===== config.mk =====
export PLATFORM = sky130hd
export DESIGN_NAME = dat_write_crc_status_flat
export DESIGN_NICKNAME = d
export VERILOG_FILES = /design/src/rtl/dat_write_crc_status_if.sv /design/src/rtl/dat_write_crc_status.sv /design/src/flat_wrapper.sv
export SDC_FILE = /design/constraint.sdc
export NUM_CORES = 1
export LEC_CHECK = 0
export BUFFER_PORTS_ARGS = -buffer_cell sky130_fd_sc_hd__buf_2
export CORE_MARGIN = 3
export CORE_UTILIZATION = 58
export DETAILED_ROUTE_END_ITERATION = 10
export PLACE_DENSITY_LB_ADDON = 0.1
export SLEW_MARGIN = 20
export SYNTH_ARGS = -nofsm -noshare
export SYNTH_HDL_FRONTEND = slang
export SYNTH_SLANG_ARGS = --single-unit

===== constraint.sdc =====
create_clock -name sd_clk_i -period 2.3 [get_ports sd_clk_i]
set_input_delay 0.46 -clock sd_clk_i [delete_from_list [all_inputs] [get_ports sd_clk_i]]
set_output_delay 0.46 -clock sd_clk_i [all_outputs]
set_load 0.1 [all_outputs]

===== src/rtl/dat_write_crc_status_if.sv =====
// dat_write_crc_status_if: DAT0 line, start/abort controls and token/busy result bundle.
interface dat_write_crc_status_if;
    logic       start_i;
    logic       abort_i;
    logic       dat0_i;
    logic       busy_o;
    logic       done_o;
    logic [2:0] status_o;
    logic       crc_ok_o;
    logic       crc_err_o;
    logic       write_err_o;
    logic       token_err_o;
    logic       timeout_err_o;
    modport master (
        output start_i, abort_i, dat0_i,
        input  busy_o, done_o, status_o, crc_ok_o, crc_err_o, write_err_o, token_err_o, timeout_err_o
    );
    modport slave (
        input  start_i, abort_i, dat0_i,
        output busy_o, done_o, status_o, crc_ok_o, crc_err_o, write_err_o, token_err_o, timeout_err_o
    );
endinterface


===== src/rtl/dat_write_crc_status.sv =====
// dat_write_crc_status: captures the SD CRC status token on DAT0, then tracks card busy until release or timeout.
module dat_write_crc_status #(
    parameter int StartTimeout = 8,
    parameter int BusyTimeout  = 65535,
    parameter int BusyCntWidth = 16
) (
    input logic                   sd_clk_i,
    input logic                   rst_i,
    dat_write_crc_status_if.slave bus
);
    typedef enum logic [2:0] {IDLE, WAIT_START, STATUS, END_BIT, BUSY} state_t;
    localparam logic [BusyCntWidth-1:0] StartLast = BusyCntWidth'(StartTimeout - 1);
    localparam logic [BusyCntWidth-1:0] BusyLast  = BusyCntWidth'(BusyTimeout - 1);
    localparam logic [BusyCntWidth-1:0] GuardEnd  = BusyCntWidth'(2);
    localparam logic [BusyCntWidth-1:0] LastBit   = BusyCntWidth'(2);
    state_t                  state_q, state_d;
    logic [BusyCntWidth-1:0] cnt_q, cnt_d;
    logic [2:0]              status_q, status_d;
    logic [4:0]              flags_q, flags_d; // {crc_ok, crc_err, write_err, token_err, timeout}
    logic                    done_q, done_d;
    logic                    busy_q, busy_d;
    logic                    is_ok, is_crc, is_wr;
    assign is_ok  = status_q == 3'b010;
    assign is_crc = status_q == 3'b101;
    assign is_wr  = status_q == 3'b110;
    always_comb begin
        state_d  = state_q;
        cnt_d    = (&cnt_q) ? cnt_q : cnt_q + BusyCntWidth'(1);
        status_d = status_q;
        flags_d  = flags_q;
        done_d   = 1'b0;
        case (state_q)
            IDLE: begin
                if (bus.start_i) begin
                    state_d  = WAIT_START;
                    cnt_d    = '0;
                    status_d = '0;
                    flags_d  = '0;
                end
            end
            WAIT_START: begin
                if (!bus.dat0_i) begin
                    state_d = STATUS;
                    cnt_d   = '0;
                end else if (cnt_q >= StartLast) begin
                    state_d    = IDLE;
                    flags_d[0] = 1'b1;
                    done_d     = 1'b1;
                end
            end
            STATUS: begin
                status_d = {status_q[1:0], bus.dat0_i};
                state_d  = cnt_q == LastBit ? END_BIT : STATUS;
            end
            END_BIT: begin
                // A low end bit means the token is unusable, so busy is not tracked.
                if (!bus.dat0_i) begin
                    state_d    = IDLE;
                    flags_d[1] = 1'b1;
                    done_d     = 1'b1;
                end else begin
                    state_d = BUSY;
                    cnt_d   = '0;
                    flags_d = {is_ok, is_crc, is_wr, !(is_ok || is_crc || is_wr), 1'b0};
                end
            end
            BUSY: begin
                if (cnt_q >= GuardEnd && bus.dat0_i) begin
                    state_d = IDLE;
                    done_d  = 1'b1;
                end else if (cnt_q >= BusyLast) begin
                    state_d    = IDLE;
                    flags_d[0] = 1'b1;
                    done_d     = 1'b1;
                end
            end
            default: state_d = IDLE;
        endcase
        if (bus.abort_i) begin
            state_d = IDLE;
            cnt_d   = '0;
            flags_d = '0;
            done_d  = 1'b0;
        end
        busy_d = state_d == STATUS || state_d == END_BIT || state_d == BUSY;
    end
    always_ff @(posedge sd_clk_i or posedge rst_i) begin
        if (rst_i) begin
            state_q  <= IDLE;
            cnt_q    <= '0;
            status_q <= '0;
            flags_q  <= '0;
            done_q   <= 1'b0;
            busy_q   <= 1'b0;
        end else begin
            state_q  <= state_d;
            cnt_q    <= cnt_d;
            status_q <= status_d;
            flags_q  <= flags_d;
            done_q   <= done_d;
            busy_q   <= busy_d;
        end
    end
    assign bus.busy_o        = busy_q;
    assign bus.done_o        = done_q;
    assign bus.status_o      = status_q;
    assign bus.crc_ok_o      = flags_q[4];
    assign bus.crc_err_o     = flags_q[3];
    assign bus.write_err_o   = flags_q[2];
    assign bus.token_err_o   = flags_q[1];
    assign bus.timeout_err_o = flags_q[0];
endmodule


===== src/flat_wrapper.sv =====
// flat-port wrapper written by rule: the top's interface ports become plain ports
module dat_write_crc_status_flat 
#(
    parameter int StartTimeout = 8,
    parameter int BusyTimeout  = 65535,
    parameter int BusyCntWidth = 16
)
  (sd_clk_i, rst_i, bus_start_i, bus_abort_i, bus_dat0_i, bus_busy_o, bus_done_o, bus_status_o, bus_crc_ok_o, bus_crc_err_o, bus_write_err_o, bus_token_err_o, bus_timeout_err_o);
  dat_write_crc_status_if bus_i ();
  input logic sd_clk_i;
  input logic rst_i;
  input wire logic [$bits(bus_i.start_i)-1:0] bus_start_i;
  input wire logic [$bits(bus_i.abort_i)-1:0] bus_abort_i;
  input wire logic [$bits(bus_i.dat0_i)-1:0] bus_dat0_i;
  output wire logic [$bits(bus_i.busy_o)-1:0] bus_busy_o;
  output wire logic [$bits(bus_i.done_o)-1:0] bus_done_o;
  output wire logic [$bits(bus_i.status_o)-1:0] bus_status_o;
  output wire logic [$bits(bus_i.crc_ok_o)-1:0] bus_crc_ok_o;
  output wire logic [$bits(bus_i.crc_err_o)-1:0] bus_crc_err_o;
  output wire logic [$bits(bus_i.write_err_o)-1:0] bus_write_err_o;
  output wire logic [$bits(bus_i.token_err_o)-1:0] bus_token_err_o;
  output wire logic [$bits(bus_i.timeout_err_o)-1:0] bus_timeout_err_o;
  assign bus_i.start_i = bus_start_i;
  assign bus_i.abort_i = bus_abort_i;
  assign bus_i.dat0_i = bus_dat0_i;
  assign bus_busy_o = bus_i.busy_o;
  assign bus_done_o = bus_i.done_o;
  assign bus_status_o = bus_i.status_o;
  assign bus_crc_ok_o = bus_i.crc_ok_o;
  assign bus_crc_err_o = bus_i.crc_err_o;
  assign bus_write_err_o = bus_i.write_err_o;
  assign bus_token_err_o = bus_i.token_err_o;
  assign bus_timeout_err_o = bus_i.timeout_err_o;
  dat_write_crc_status #(.StartTimeout(StartTimeout), .BusyTimeout(BusyTimeout), .BusyCntWidth(BusyCntWidth)) u_core (.sd_clk_i(sd_clk_i), .rst_i(rst_i), .bus(bus_i));
endmodule

==> results of run 1 <==
-- power groups by stage --
stage               clock, uW  combinational [uW]  sequential, uW
detailed placement          0                 126             556
global route              563                 138             550
global placement            0                 122             555
floorplan                   0                77.0             573
CTS                       533                 126             546
finish                    523                 125             547
-- metrics by stage --
| step | total power (uW) | instances | hold slack, ns | cell area [um2] |
|---|---|---|---|---|
| 2_1_floorplan | 650 | 178 | 0.529 | 1650 |
| 3_3_place_gp | 677 | 218 | 0.422 | 1750 |
| 3_5_place_dp | 682 | 218 | 0.449 | 1750 |
| 4_1_cts | 1200 | 226 | 0.0785 | 1850 |
| 5_1_grt | 1250 | 226 | 0.0901 | 1850 |
| 6_report | 1200 | 226 | 0.0787 | 1850 |
-- sequential cells by signal, summed over array words and instances (netlist names) --
name and cells:
u_core.cnt_q 16, u_core.flags_q 5, u_core.bus.done_o 1, u_core.state_q 3, u_core.bus.busy_o 1, u_core.bus.status_o 3
-- layout by cell type (no fill, tap or decap), types with 2 or more instances in the layout --
cell                        instances
sky130_fd_sc_hd__a211oi_1           4
sky130_fd_sc_hd__a21oi_1            9
sky130_fd_sc_hd__a311oi_1           2
sky130_fd_sc_hd__a31oi_1            2
sky130_fd_sc_hd__a32o_1             4
sky130_fd_sc_hd__and3_1             3
sky130_fd_sc_hd__buf_2             14
sky130_fd_sc_hd__buf_4              3
sky130_fd_sc_hd__bufinv_16          2
sky130_fd_sc_hd__clkbuf_4           5
sky130_fd_sc_hd__dfrtp_1           29
sky130_fd_sc_hd__ha_1               2
sky130_fd_sc_hd__inv_1              6
sky130_fd_sc_hd__mux2_2             3
sky130_fd_sc_hd__mux2i_1            3
sky130_fd_sc_hd__nand2_1           16
sky130_fd_sc_hd__nand2b_1           4
sky130_fd_sc_hd__nand3_1            7
sky130_fd_sc_hd__nand3b_1           2
sky130_fd_sc_hd__nand4_1            6
sky130_fd_sc_hd__nor2_1            25
sky130_fd_sc_hd__nor3_1            11
sky130_fd_sc_hd__nor3b_1            2
sky130_fd_sc_hd__nor4_1             4
sky130_fd_sc_hd__o211ai_1           2
sky130_fd_sc_hd__o21ai_0            3
sky130_fd_sc_hd__xnor2_1            5
sky130_fd_sc_hd__xor2_1             5
-- per-layer routing --
metal / share of wire / routed length [um] / GRT usage
met1: 0.46 / 1640 / 0.323
met2: 0.46 / 1670 / 0.337
met3: 0.065 / 232 / 0.0806
met4: 0.015 / 53 / 0.0939
met5: 0 / 0 / 0
-- layout make-up --
cell class / instances / area [um2] / area share
clock buffer: 5 / 37.5 / 0.0203
multi-input combinational: 136 / 871 / 0.470
clock inverter: 3 / 65.1 / 0.0351
sequential: 29 / 726 / 0.392
timing repair buffer: 17 / 92.6 / 0.0500
tap: 30 / 37.5 / 0.0203
inverter: 6 / 22.5 / 0.0122
-- kinds of logic (layout without fill, tap and decap cells) --
family | after synthesis | in the layout | share of synthesized area
AOI/OAI and AO/OA | 32 | 32 | 0.144
xor gates and xnor gates | 10 | 10 | 0.0532
adders and majority gates | 2 | 2 | 0.0152
buffers and inverters | 13 | 31 | 0.0304
DFF | 29 | 29 | 0.441
muxes | 6 | 6 | 0.0388
and+or+nand+nor | 86 | 86 | 0.277
-- worst max-delay path, cell delays in order (launching register included) --
cell	delay, ns
sky130_fd_sc_hd__dfrtp_1	0.50
sky130_fd_sc_hd__ha_1	0.33
sky130_fd_sc_hd__nand3_1	0.24
sky130_fd_sc_hd__nor3_1	0.27
sky130_fd_sc_hd__buf_4	0.18
sky130_fd_sc_hd__nand2_1	0.10
sky130_fd_sc_hd__a211oi_1	0.26
-- final timing paths --
| check | from | to | cells after the start | slack (ns) |
|---|---|---|---|---|
| max in group asynchronous | rst_i | u_core.cnt_q[11] | 3 | 1.62 |
| min | rst_i | u_core.cnt_q[3] | 2 | 0.08 |
| max | u_core.cnt_q[1] | u_core.cnt_q[1] | 6 | 0.32 |
| max reg2reg | u_core.cnt_q[1] | u_core.cnt_q[1] | 6 | 0.32 |
| min reg2reg | u_core.flags_q[4] | u_core.flags_q[4] | 1 | 0.53 |
| min in group sd_clk_i | bus_abort_i | u_core.state_q[0] | 2 | 0.39 |
==> summary.log, run 1 <==
[route] Detailed Route WL 3590 um
[grt] initial antenna violation count 0
[route] Wirelength per Cell 15.9 um
[clocking] count of hold-fix buffers inserted at cts 0
[cells_and_area] final standard cell utilization of the core 0.715
[clocking] setup bufs post-CTS 0
[route] drt drc 0
[hold_path] path type of the worst min-delay path in -> async
[floorplanning] number of placement rows 18
[route] drt initial violations 93
[power_and_ir_drop] peak supply drop 616 uV
[clocking] TritonCTS buffer count 5
[synthesis] Seq cells post-synth 29
[synthesis] Mapped Cells 178
[clocking] clock edge transition at the registers on the reported setup and hold paths 0.09 ns
[clocking] number of gates resized after cts 0
[critical_path] kind of launch point of the worst setup path flip-flop
[grt] overflow left after global routing 0
[synthesis] share of the yosys chip area belonging to registers 0.441
[synthesis] most frequent cells after synthesis 29 x sky130_fd_sc_hd__dfrtp_1, 25 x sky130_fd_sc_hd__nor2_1, 16 x sky130_fd_sc_hd__nand2_1, 11 x sky130_fd_sc_hd__nor3_1, 9 x sky130_fd_sc_hd__a21oi_1
[synthesis] number of flops mapped to enable cells by yosys 0
[power_and_ir_drop] switching power of the nets 301 uW
[power_and_ir_drop] Clock Power Share 0.438
[synthesis] Post-synth top flop sky130_fd_sc_hd__dfrtp_1
[synthesis] fraction of synthesis flops using an asynchronous set or reset pin 1.00
[synthesis] share of the synthesized area in the top cell type 0.441
[critical_path] data arrival at the endpoint of the critical path 2.22 ns
[clocking] sinks on the clock net 29
[synthesis] post-synthesis instance area 1650 um2
[grt] via count of the first global-routing pass 1309
[cells_and_area] # fillers 200
[timing] unrepaired setup endpoints after global routing false
[floorplanning] Placeable Area 2590 um2
[clocking] clock insertion delay at the later pin of the skew report 0.33 ns
[clocking] number of buffers between clock root and the deepest sink 2
[critical_path] endpoint required time on the critical path 2.54 ns
[placement] minimum setup slack after placement 0.411 ns
[route] via count normalized by instance count 6.37
[synthesis] synthesized area per cell 9.25 um2
[floorplanning] vertical die dimension 59.3 um
[synthesis] cell type with the highest aggregate area in the netlist sky130_fd_sc_hd__dfrtp_1
[outcome] run status completed
[timing] final-report hold violation count 0
[timing] Tcrit/Tclk final 0.862
[placement] Routability Congestion 0.908
[critical_path] kind of critical path reg -> reg
[critical_path] peak fanout along the critical path 8
[synthesis] synth top area cells sky130_fd_sc_hd__dfrtp_1 44%, sky130_fd_sc_hd__nor2_1 5.7%, sky130_fd_sc_hd__nand2_1 3.6%
[route] antenna viol nets, final 0
[floorplanning] horizontal die dimension 59.3 um
[timing] count of final setup violators 0
[cells_and_area] number of antenna repair diodes 0
[timing] headroom to the max-slew limit 0.629
[clocking] number of H-tree branching levels 2
[power_and_ir_drop] Static Leak 0.000835 uW
[cells_and_area] net count of the finished layout 202
[placement] HPWL after detailed placement 2480 um
[floorplanning] I/O Pins 15
[timing] least setup slack across all paths after layout 0.318 ns
[critical_path] sort of element at the end of the critical path flip-flop
[synthesis] net count after synthesis 185
[synthesis] library cells used by synthesis 39
[grt] total routing usage reported by global routing 0.234
[power_and_ir_drop] switching share of total power 0.252
[floorplanning] Initial Utilization 0.636
[synthesis] most common cell in the synthesized netlist sky130_fd_sc_hd__dfrtp_1
[timing] highest achievable clock rate 504 MHz
[route] via count 1439
[flow_run] count of max-cap constraint violations 0
[power_and_ir_drop] combinational share of power 0.105
[timing] clock period minus final worst setup slack 1.98 ns
[timing] actual transition at the worst max-transition pin 0.556 ns
[grt] first-pass GRT wire length 6090 um
[route] first-pass iteration count of the detailed router 4
[placement] number of port buffers 14
[timing] Total Negative Setup Slacks 0 ns
[synthesis] Synth Warn # 0
[cells_and_area] share of cells above drive strength 1 0.173
[power_and_ir_drop] sequential share of power 0.457
[timing] max-slew violations 0
[cells_and_area] layout overhead on the synthesized area 12.5%
[clocking] library cell used as clock root buffer sky130_fd_sc_hd__clkbuf_4
[grt] pin count of the biggest net entering global routing 22
[clocking] clock tree from TritonCTS built
[timing] clock skew 0.00673 ns
[power_and_ir_drop] PD cells 645 nW/um2
[power_and_ir_drop] internal cell power 894 uW
[floorplanning] Die ar. 3510 um2
Power figures use the tool's default switching activity.
==> run 2, diff against run 1 <==
--- a/config.mk
+++ b/config.mk
@@ -6,10 +6,10 @@
 export NUM_CORES = 1
 export LEC_CHECK = 0
 export BUFFER_PORTS_ARGS = -buffer_cell sky130_fd_sc_hd__buf_2
-export CORE_MARGIN = 3
 export CORE_UTILIZATION = 58
 export DETAILED_ROUTE_END_ITERATION = 10
 export PLACE_DENSITY_LB_ADDON = 0.1
+export REMOVE_ABC_BUFFERS = 1
 export SLEW_MARGIN = 20
 export SYNTH_ARGS = -nofsm -noshare
 export SYNTH_HDL_FRONTEND = slang
==> run 2 against run 1 <==
  * Global-route usage is 2.9 points higher
  * Worst hold slack better by 0.095 ns
  * Setup slack got worse by 0.013 ns
  * Fmax decreased by 0.64%
  * Clock skew is 0.0036 ns higher
  * Power down 18%
  * Combinational power increased by 7%
  * Core utilization down 1.4 points
  * Non-clock buffer count unchanged
  * Final area decreased by 2.0%
  * Critical path type unchanged
  * Largest cell class unchanged
==> summary.log, run 2 (synthesis results as in run 1) <==
[clocking] clock edge transition at the registers on the reported setup and hold paths 0.10 ns
[timing] headroom to the max-slew limit 0.290
[clocking] clock tree from TritonCTS built
[timing] clock period minus final worst setup slack 2.00 ns
[critical_path] CP max-delay cell sky130_fd_sc_hd__dfrtp_1
[placement] total placed cells including tap cells 218
[hold_path] path type of the worst min-delay path in -> async
[placement] minimum setup slack after placement 0.280 ns
[critical_path] peak fanout along the critical path 8
[flow_run] count of max-cap constraint violations 0
[outcome] run status completed
[timing] worst hold margin 0.173 ns
[clocking] library cell used as clock root buffer sky130_fd_sc_hd__clkbuf_4
[grt] first-pass GRT wire length 6290 um
[clocking] clock insertion delay at the later pin of the skew report 0.34 ns
[clocking] number of gates resized after cts 0
[floorplanning] I/O Pins 15
[power_and_ir_drop] Static Leak 0.000810 uW
[floorplanning] Die ar. 3060 um2
[grt] overflow left after global routing 0
[power_and_ir_drop] PD cells 541 nW/um2
[cells_and_area] layout overhead on the synthesized area 10.2%
[floorplanning] number of placement rows 18
[cells_and_area] most frequent cells in the layout 29 x sky130_fd_sc_hd__dfrtp_1, 25 x sky130_fd_sc_hd__nor2_1, 16 x sky130_fd_sc_hd__nand2_1
[floorplanning] vertical die dimension 55.3 um
[cells_and_area] Reg with most FFs u_core.cnt_q
[cells_and_area] net count of the finished layout 202
[critical_path] maximum cell stage delay along the critical path 0.51 ns
[route] via count 1414
[grt] via count of the first global-routing pass 1403
[clocking] sinks on the clock net 29
[cells_and_area] number of antenna repair diodes 0
[clocking] number of H-tree branching levels 2
[clocking] number of buffers between clock root and the deepest sink 2
[critical_path] kind of launch point of the worst setup path flip-flop
[grt] pin count of the biggest net entering global routing 30
[critical_path] sort of element at the end of the critical path flip-flop
[critical_path] total buffers and inverters traversed by the critical path 1
[timing] clock skew 0.0103 ns
[grt] initial antenna violation count 0
[placement] Routability Congestion 0.817
[critical_path] gate family responsible for the most delay along the worst path simple AND/OR/NAND/NOR gates
[timing] count of final setup violators 0
[critical_path] crit path cell chain ha_2 > nand3_1 > nor3_1 > buf_4 > nand2_1 > xnor2_1 > nor2_1
[timing] actual transition at the worst max-transition pin 1.06 ns
[timing] max-slew violations 0
[timing] unrepaired setup endpoints after global routing false
[cells_and_area] most common cell after layout, fill and taps aside sky130_fd_sc_hd__dfrtp_1
[floorplanning] Initial Utilization 0.636
[placement] HPWL after detailed placement 2640 um
[cells_and_area] Largest register FFs 16
[clocking] setup bufs post-CTS 0
[critical_path] kind of critical path reg -> reg
[floorplanning] horizontal die dimension 55.3 um
[clocking] count of hold-fix buffers inserted at cts 0
[clocking] TritonCTS buffer count 5
[cells_and_area] # fillers 191
[timing] highest achievable clock rate 501 MHz
[cells_and_area] largest registers u_core.cnt_q (16), u_core.flags_q (5)
[critical_path] data arrival at the endpoint of the critical path 2.18 ns
[timing] final-report hold violation count 0
[power_and_ir_drop] peak supply drop 555 uV
[critical_path] endpoint required time on the critical path 2.48 ns
[route] via count normalized by instance count 6.26
[timing] least setup slack across all paths after layout 0.305 ns
[grt] total routing usage reported by global routing 0.264
[route] drt initial violations 70
[route] antenna viol nets, final 0
[route] drt drc 0
[cells_and_area] share of cells above drive strength 1 0.184
[route] Detailed Route WL 3630 um
[placement] number of port buffers 14
[cells_and_area] final standard cell count with taps included and fillers excluded 226
[route] Wirelength per Cell 16.1 um
[timing] Tcrit/Tclk final 0.868
[timing] Total Negative Setup Slacks 0 ns
[cells_and_area] final standard cell utilization of the core 0.700
[floorplanning] Placeable Area 2590 um2
[route] first-pass iteration count of the detailed router 4
==> run 2: area by class of cell <==
cell class / instances / area [um2] / area share
clock buffer: 5 / 37.5 / 0.0207
clock inverter: 3 / 17.5 / 0.00966
inverter: 6 / 22.5 / 0.0124
multi-input combinational: 136 / 881 / 0.486
sequential: 29 / 726 / 0.400
tap: 30 / 37.5 / 0.0207
timing repair buffer: 17 / 92.6 / 0.0510
==> run 2: per-layer routing <==
metal  wire, um  share of wire  GRT usage  vias up
met5          0              0          0        -
met4         53          0.015      0.104        0
met3        189          0.052     0.0632        6
met2       1750           0.48      0.411       48
met1       1640           0.45      0.355      674
li1           -              -          -      686
==> run 2: where the power goes <==
part,internal (uW),switching [uW],total [uW]
Combinational,38.1,95.4,134
Clock,115,191,306
Sequential,520,21.3,542
Total,673,308,981
==> run 2: worst register-to-register path: stages (launching register included) <==
cell and delay [ns]:
sky130_fd_sc_hd__dfrtp_1 0.51, sky130_fd_sc_hd__ha_2 0.33, sky130_fd_sc_hd__nand3_1 0.23, sky130_fd_sc_hd__nor3_1 0.27
sky130_fd_sc_hd__buf_4 0.18, sky130_fd_sc_hd__nand2_1 0.10, sky130_fd_sc_hd__xnor2_1 0.16, sky130_fd_sc_hd__nor2_1 0.06
==> run 2: metrics by stage <==
| step | cell area [um2] | power [uW] |
|---|---|---|
| 2_1_floorplan | 1620 | 644 |
| 3_3_place_gp | 1760 | 678 |
| 3_5_place_dp | 1760 | 685 |
| 5_1_grt | 1810 | 1030 |
| 6_report | 1810 | 981 |
| 4_1_cts | 1810 | 994 |
==> run 2: path summary, 6_finish.rpt <==
| kind | from | to | slack [ns] | depth (start not counted) |
|---|---|---|---|---|
| setup / recovery | u_core.cnt_q[1] | u_core.cnt_q[0] | 0.30 | 7 |
| min in group sd_clk_i | bus_abort_i | u_core.state_q[0] | 0.40 | 2 |
| hold / removal | rst_i | u_core.cnt_q[6] | 0.17 | 3 |
| hold reg to reg | u_core.flags_q[3] | u_core.flags_q[3] | 0.51 | 1 |
| setup reg to reg | u_core.cnt_q[1] | u_core.cnt_q[0] | 0.30 | 7 |
| max in group asynchronous | rst_i | u_core.cnt_q[2] | 1.84 | 3 |
